## src/rtl/fb_pkg.sv

```systemverilog
// ----------------------------------------------------------------------------
// fb_pkg
// Shared definitions for the frame-buffer write-port controller:
//   COORD_W              width of every x/y coordinate
//   FB_W_DEF / FB_H_DEF  default sweep geometry (pixels per row, rows)
//   FB_DATA_W            width of the wdata field in the write-bus struct;
//                        any COLOR_W up to this value fits
//   ST_* / fb_state_e    controller FSM encodings
//   fb_wbus_t            one frame-buffer write (we, x, y, wdata)
//   fb_write()           builds an asserted write-bus value
// ----------------------------------------------------------------------------
package fb_pkg;

    localparam int COORD_W   = 11;
    localparam int FB_W_DEF  = 240;
    localparam int FB_H_DEF  = 525;
    localparam int FB_DATA_W = 32;

    localparam logic [1:0] ST_IDLE      = 2'd0;
    localparam logic [1:0] ST_WAIT_SYNC = 2'd1;
    localparam logic [1:0] ST_CLEAR     = 2'd2;

    typedef enum logic [1:0] {
        FB_IDLE      = ST_IDLE,
        FB_WAIT_SYNC = ST_WAIT_SYNC,
        FB_CLEAR     = ST_CLEAR
    } fb_state_e;

    typedef struct packed {
        logic                 we;
        logic [COORD_W-1:0]   x;
        logic [COORD_W-1:0]   y;
        logic [FB_DATA_W-1:0] wdata;
    } fb_wbus_t;

    function automatic fb_wbus_t fb_write(input logic [COORD_W-1:0]   x,
                                          input logic [COORD_W-1:0]   y,
                                          input logic [FB_DATA_W-1:0] wdata);
        fb_wbus_t w;
        w.we    = 1'b1;
        w.x     = x;
        w.y     = y;
        w.wdata = wdata;
        return w;
    endfunction

endpackage

```

## src/rtl/fb_clear_sweep.sv

```systemverilog
// ----------------------------------------------------------------------------
// fb_clear_sweep
// Raster position counter for the clear pass. Holds the coordinate of the
// write currently on the bus; x runs fastest, y advances when x wraps.
//   clock_i      system clock
//   reset_i      synchronous active-high reset (position -> 0,0)
//   start_i      load position (0,0)
//   step_i       advance to the successor position
//   x_succ_o     x of the position following the current one
//   y_succ_o     y of the position following the current one
//   last_o       current position is (FB_W-1, FB_H-1)
// The successor is derived from the held position only, so the controller
// can use it in the same cycle it decides to step without a comb loop.
// ----------------------------------------------------------------------------
module fb_clear_sweep
    import fb_pkg::*;
#(
    parameter int FB_W = FB_W_DEF,
    parameter int FB_H = FB_H_DEF
) (
    input  logic               clock_i,
    input  logic               reset_i,
    input  logic               start_i,
    input  logic               step_i,
    output logic [COORD_W-1:0] x_succ_o,
    output logic [COORD_W-1:0] y_succ_o,
    output logic               last_o
);

    localparam logic [COORD_W-1:0] X_MAX = COORD_W'(FB_W - 1);
    localparam logic [COORD_W-1:0] Y_MAX = COORD_W'(FB_H - 1);

    logic [COORD_W-1:0] x_q, x_d;
    logic [COORD_W-1:0] y_q, y_d;

    always_comb begin
        x_succ_o = x_q + COORD_W'(1);
        y_succ_o = y_q;
        if (x_q == X_MAX) begin
            x_succ_o = '0;
            y_succ_o = (y_q == Y_MAX) ? '0 : y_q + COORD_W'(1);
        end
    end

    assign last_o = (x_q == X_MAX) && (y_q == Y_MAX);

    always_comb begin
        x_d = x_q;
        y_d = y_q;
        if (start_i) begin
            x_d = '0;
            y_d = '0;
        end else if (step_i) begin
            x_d = x_succ_o;
            y_d = y_succ_o;
        end
    end

    always_ff @(posedge clock_i) begin
        if (reset_i) begin
            x_q <= '0;
            y_q <= '0;
        end else begin
            x_q <= x_d;
            y_q <= y_d;
        end
    end

endmodule

```

## src/rtl/fb_write_ctrl.sv

```systemverilog
// ----------------------------------------------------------------------------
// fb_write_ctrl
// Owns the single frame-buffer write port and shares it between the clear
// sweep and the drawing client. Clear requests always win over draws; a
// request arriving while a clear is waiting or running is merged into one
// pending bit and serviced by a back-to-back sweep.
//
// Optional feature (macro FB_CLEAR_SYNC_EN): a clear first parks in
// WAIT_SYNC, still accepting draws, and starts sweeping the cycle after
// vsync. Without the macro vsync is ignored.
//
// Ports:
//   clock, reset            clock, synchronous active-high reset
//   clear_req               one-cycle full-clear request
//   vsync                   one-cycle frame-start pulse
//   draw_valid/draw_ready   draw handshake (draw_ready is combinational)
//   draw_x, draw_y          draw coordinates
//   draw_color              draw pixel value
//   fb_we, fb_x, fb_y       registered write strobe and coordinates
//   fb_wdata                registered write data
//   busy                    registered: clear waiting, running or pending
//   clear_done              registered one-cycle pulse after the last write
// ----------------------------------------------------------------------------
module fb_write_ctrl
    import fb_pkg::*;
#(
    parameter int                 FB_W        = FB_W_DEF,
    parameter int                 FB_H        = FB_H_DEF,
    parameter int                 COLOR_W     = 8,
    parameter logic [COLOR_W-1:0] CLEAR_COLOR = '0
) (
    input  logic               clock,
    input  logic               reset,
    input  logic               clear_req,
    input  logic               vsync,
    input  logic               draw_valid,
    output logic               draw_ready,
    input  logic [COORD_W-1:0] draw_x,
    input  logic [COORD_W-1:0] draw_y,
    input  logic [COLOR_W-1:0] draw_color,
    output logic               fb_we,
    output logic [COORD_W-1:0] fb_x,
    output logic [COORD_W-1:0] fb_y,
    output logic [COLOR_W-1:0] fb_wdata,
    output logic               busy,
    output logic               clear_done
);

    localparam logic [FB_DATA_W-1:0] CLR_WORD = FB_DATA_W'(CLEAR_COLOR);

    fb_state_e state_q, state_d;
    logic      pending_q, pending_d;
    fb_wbus_t  fb_q, fb_d;
    logic      busy_q, busy_d;
    logic      done_q, done_d;
    logic      ready_c;

    logic               sweep_start;
    logic               sweep_step;
    logic [COORD_W-1:0] sweep_x_succ;
    logic [COORD_W-1:0] sweep_y_succ;
    logic               sweep_last;

    fb_clear_sweep #(
        .FB_W (FB_W),
        .FB_H (FB_H)
    ) u_sweep (
        .clock_i  (clock),
        .reset_i  (reset),
        .start_i  (sweep_start),
        .step_i   (sweep_step),
        .x_succ_o (sweep_x_succ),
        .y_succ_o (sweep_y_succ),
        .last_o   (sweep_last)
    );

`ifndef FB_CLEAR_SYNC_EN
    logic unused_vsync;
    assign unused_vsync = vsync;
`endif

    always_comb begin
        state_d     = state_q;
        pending_d   = pending_q;
        fb_d        = fb_q;
        fb_d.we     = 1'b0;
        done_d      = 1'b0;
        sweep_start = 1'b0;
        sweep_step  = 1'b0;
        ready_c     = 1'b0;

        unique case (state_q)
            FB_IDLE: begin
                ready_c = !clear_req && !pending_q;
                if (clear_req || pending_q) begin
                    pending_d = 1'b0;
`ifdef FB_CLEAR_SYNC_EN
                    state_d = FB_WAIT_SYNC;
`else
                    // Issue (0,0) now so it is on the bus next cycle.
                    state_d     = FB_CLEAR;
                    sweep_start = 1'b1;
                    fb_d        = fb_write('0, '0, CLR_WORD);
`endif
                end else if (draw_valid) begin
                    fb_d = fb_write(draw_x, draw_y, FB_DATA_W'(draw_color));
                end
            end

`ifdef FB_CLEAR_SYNC_EN
            FB_WAIT_SYNC: begin
                if (clear_req) begin
                    pending_d = 1'b1;
                end
                if (vsync) begin
                    state_d     = FB_CLEAR;
                    sweep_start = 1'b1;
                    fb_d        = fb_write('0, '0, CLR_WORD);
                end else begin
                    ready_c = 1'b1;
                    if (draw_valid) begin
                        fb_d = fb_write(draw_x, draw_y, FB_DATA_W'(draw_color));
                    end
                end
            end
`endif

            FB_CLEAR: begin
                if (clear_req) begin
                    pending_d = 1'b1;
                end
                if (!sweep_last) begin
                    sweep_step = 1'b1;
                    fb_d       = fb_write(sweep_x_succ, sweep_y_succ, CLR_WORD);
                end else begin
                    // Last write is on the bus this cycle; a request seen
                    // now or earlier chains straight into the next sweep.
                    done_d = 1'b1;
                    if (pending_q || clear_req) begin
                        pending_d = 1'b0;
`ifdef FB_CLEAR_SYNC_EN
                        state_d = FB_WAIT_SYNC;
`else
                        sweep_start = 1'b1;
                        fb_d        = fb_write('0, '0, CLR_WORD);
`endif
                    end else begin
                        state_d = FB_IDLE;
                    end
                end
            end

            default: begin
                state_d   = FB_IDLE;
                pending_d = 1'b0;
            end
        endcase

        busy_d = (state_d != FB_IDLE) || pending_d;
    end

    always_ff @(posedge clock) begin
        if (reset) begin
            state_q   <= FB_IDLE;
            pending_q <= 1'b0;
            fb_q      <= '0;
            busy_q    <= 1'b0;
            done_q    <= 1'b0;
        end else begin
            state_q   <= state_d;
            pending_q <= pending_d;
            fb_q      <= fb_d;
            busy_q    <= busy_d;
            done_q    <= done_d;
        end
    end

    logic [FB_DATA_W-1:0] unused_wdata;
    assign unused_wdata = fb_q.wdata;

    assign draw_ready = ready_c;
    assign fb_we      = fb_q.we;
    assign fb_x       = fb_q.x;
    assign fb_y       = fb_q.y;
    assign fb_wdata   = fb_q.wdata[COLOR_W-1:0];
    assign busy       = busy_q;
    assign clear_done = done_q;

endmodule

```

## config.mk

```make
export PLATFORM = sky130hd
export DESIGN_NAME = fb_write_ctrl
export DESIGN_NICKNAME = d
export VERILOG_FILES = /design/src/rtl/fb_pkg.sv /design/src/rtl/fb_clear_sweep.sv /design/src/rtl/fb_write_ctrl.sv
export SDC_FILE = /design/constraint.sdc
export NUM_CORES = 1
export LEC_CHECK = 0
export BUFFER_PORTS_ARGS = -buffer_cell sky130_fd_sc_hd__buf_2
export CORE_MARGIN = 5
export CORE_UTILIZATION = 50
export CTS_CLUSTER_SIZE = 40
export DETAILED_ROUTE_END_ITERATION = 16
export PLACE_DENSITY_LB_ADDON = 0.12
export SYNTH_ARGS = -nofsm -noshare
export SYNTH_HDL_FRONTEND = slang
export SYNTH_HIERARCHICAL = 1
export SYNTH_SLANG_ARGS = --single-unit
```

## constraint.sdc

```tcl
create_clock -name clock -period 4.4 [get_ports clock]
set_input_delay 0.22 -clock clock [delete_from_list [all_inputs] [get_ports clock]]
set_output_delay 0.22 -clock clock [all_outputs]
set_load 0.05 [all_outputs]
```

==> run metrics <==
Synth cell types 54; post-detail-place hpwl between 6 and 7 mm; average size of a mapped cell 8.63 um2; drt wl/cell 16.5 um; Area Growth Syn to Fin 13.8%; first-pass GRT wire length between 10 and 15 mm; Vias/cell between 5 and 6; cell accounting for the most synthesized area dfxtp_1; Seq/Total Area, Yosys 0.332; Bufs on Longest Clock Path 2; vias between 3000 and 4000; Multi-input gate area around 2000 um2; Data required, critical path 4.64 ns; Critical Path Max Stage Delay 0.60 ns; cts hold-fix bufs 0; register bit total from synthesis slightly below 60; Worst-path clk slew around 0.070 ns; ratio of cells with drive above 1 in the final layout 0.262; Setup Skew 0.0131 ns; Pwr Density between 300 and 400 nW/um2; initial DRC count ~150; Mapped Area 3490 um2; clock buffer count from CTS 9; Core Rows 30; initial antenna violation count 0; die area 8760 um2; Nets between 400 and 500; ys flop type dfxtp_1; cell with the most instances after synthesis dfxtp_1; Yosys top cell area share 0.332; core area 6790 um2; slowest library cell on the worst path or4_1; starting density of the core 0.514; static leakage 1.44 nW; crit start category flop; Die X-Extent 93.6 um; worst path arrival time about 3.8 ns; fmax between 0.2 and 0.3 GHz; die span in y around 94 um; Layout fillers 646; DR pass1 iterations 4; Max VDD drop 0.139 mV; placer congestion estimate 0.824; IO Pins 69; port buffer count 67; CP endpoint kind flop; Cells after Synth roughly 400; reg-to-reg slack, setup 0.84 ns; CTS tree built; endpoints failing setup 0; DRC Markers 0; Commonest cells post-synth 58 x dfxtp_1, 29 x nor2_1, 24 x inv_1, 23 x nor3_1; CP Class flop to flop; final global-route overflow total 0; Async SR Flop Fraction 0; Synth area leaders dfxtp_1 33%, a211oi_2 7.5%, a32o_1 6.3%, a32oi_1 5.5%, nor3_1 3.3%; H-tree depth 3; Synthesis Warnings 6; global-route usage over all layers 0.212; cts repair resizes 0; syn nets 443; Final period util 0.810; Worst-Margin Slew between 1 and 1.5 ns; outcome complete, no violations; post-CTS setup buffer count 0; CP Cell Sequence or4_4, or4_1, nor2_1, nand2b_1, buf_4, a31oi_4, a211oi_1; CP max FO 31; Area after DPL between 3000 and 4000 um2; final instance area between 3000 and 4000 um2; hold crit path type input pin to flop; pin count of the biggest net entering global routing 46; CTS root buf clkbuf_8; # diodes 0; vias in the first global route between 2000 and 3000; Post-synth EDFFs 0; min Tclk post-route ~3.6 ns; Final Max Tran Viols 0; routed wire length 9.08 mm; setup_tns 0 ns; sequential cell area between 1000 and 1500 um2; Slew HR 0.224; Antenna Nets Post-Route 0; Clock Sinks 58; maxcap violations 0; Fin. Hold Viols 0; clk_lat worst skew about 0.34 ns; RSZ-0062 raised after global routing no
==> placed cells by master, fill, tap and decap left out, types with 5 or more instances in the layout <==
| master | count |
|---|---|
| a211oi_2 | 21 |
| a21oi_1 | 10 |
| a32o_1 | 22 |
| a32oi_1 | 22 |
| buf_2 | 67 |
| buf_4 | 5 |
| clkbuf_8 | 9 |
| dfxtp_1 | 58 |
| inv_1 | 24 |
| nand2_1 | 22 |
| nand2b_1 | 10 |
| nand3_1 | 14 |
| nand4_1 | 6 |
| nand4b_1 | 8 |
| nor2_1 | 29 |
| nor3_1 | 23 |
| o21ai_0 | 14 |
| o21ai_1 | 8 |
| or3_1 | 5 |
| xnor2_1 | 7 |
| xor2_1 | 10 |
==> worst paths after layout <==
kind	from	endpoint	depth (start not counted)
worst max-delay path	u_sweep/y_q[5]	fb_y[9]	7
worst min-delay path	draw_color[7]	unused_wdata[7]	3
worst max register to register	u_sweep/y_q[5]	fb_y[9]	7
worst min register to register	unused_wdata[2]	unused_wdata[2]	2
==> flip-flops by register name, summed over array words and instances, names as in the netlist <==
register and flops:
u_sweep/x_q 11, u_sweep/y_q 11, clear_done 1, state_q 2, fb_x 11, pending_q 1, unused_wdata 8, fb_we 1
busy 1, fb_y 11
==> layout make-up <==
class / count / area share
Clock inverter: 7 / 0.0173
Timing Repair Buffer: 72 / 0.0938
Multi-Input combinational cell: 283 / 0.512
Sequential cell: 58 / 0.292
Inverter: 25 / 0.0236
Clock buffer: 9 / 0.0312
Tap cell: 96 / 0.0302
==> worst max-delay path, delay by kind of cell, from the launching register on <==
family                 cells  cell delay, ns
AOI/OAI and AO/OA          2            0.82
buffers and inverters      1            0.30
DFF                        1            0.39
and+or+nand+nor            4            1.96
==> through the flow <==
stage | hold WS [ns] | worst slack (ns) | power (W) | util | std cells
final | 0.141 | 0.838 | 0.00128 | 0.585 | 550
after floorplan | 0.378 | 1.23 | 0.000749 | - | 405
after CTS | 0.132 | 0.852 | 0.00129 | 0.585 | 550
after global placement | 0.449 | 0.886 | 0.000799 | 0.557 | 534
after global routing | 0.142 | 0.565 | 0.00134 | 0.585 | 550
after detailed placement | 0.453 | 0.859 | 0.000802 | 0.557 | 534
==> layer usage <==
metal	global-route usage	share of wire	vias up
met5	0	0	-
met4	0.0758	0.0088	0
met3	0.0459	0.055	6
met2	0.334	0.48	91
met1	0.286	0.45	1531
li1	-	-	1596
==> cell families after synthesis <==
| kind of cell | Yosys count | share of synthesized area |
|---|---|---|
| DFF | 58 | 0.332 |
| and+or+nand+nor | 144 | 0.232 |
| xor gates and xnor gates | 17 | 0.0426 |
| AOI/OAI and AO/OA | 115 | 0.285 |
| adders and majority gates | 3 | 0.0107 |
| other | 1 | 0.00107 |
| buffers and inverters | 64 | 0.0877 |
| muxes | 3 | 0.00860 |
==> report_power, final <==
part           switching, W  internal (W)  leakage [nW]  total, W
Sequential        0.0000144      0.000544         0.473  0.000559
Combinational      0.000156     0.0000747         0.872  0.000231
Clock              0.000233      0.000260        0.0954  0.000493
Total              0.000403      0.000879          1.44   0.00128
Note: power is estimated with default switching activity, not from simulation.
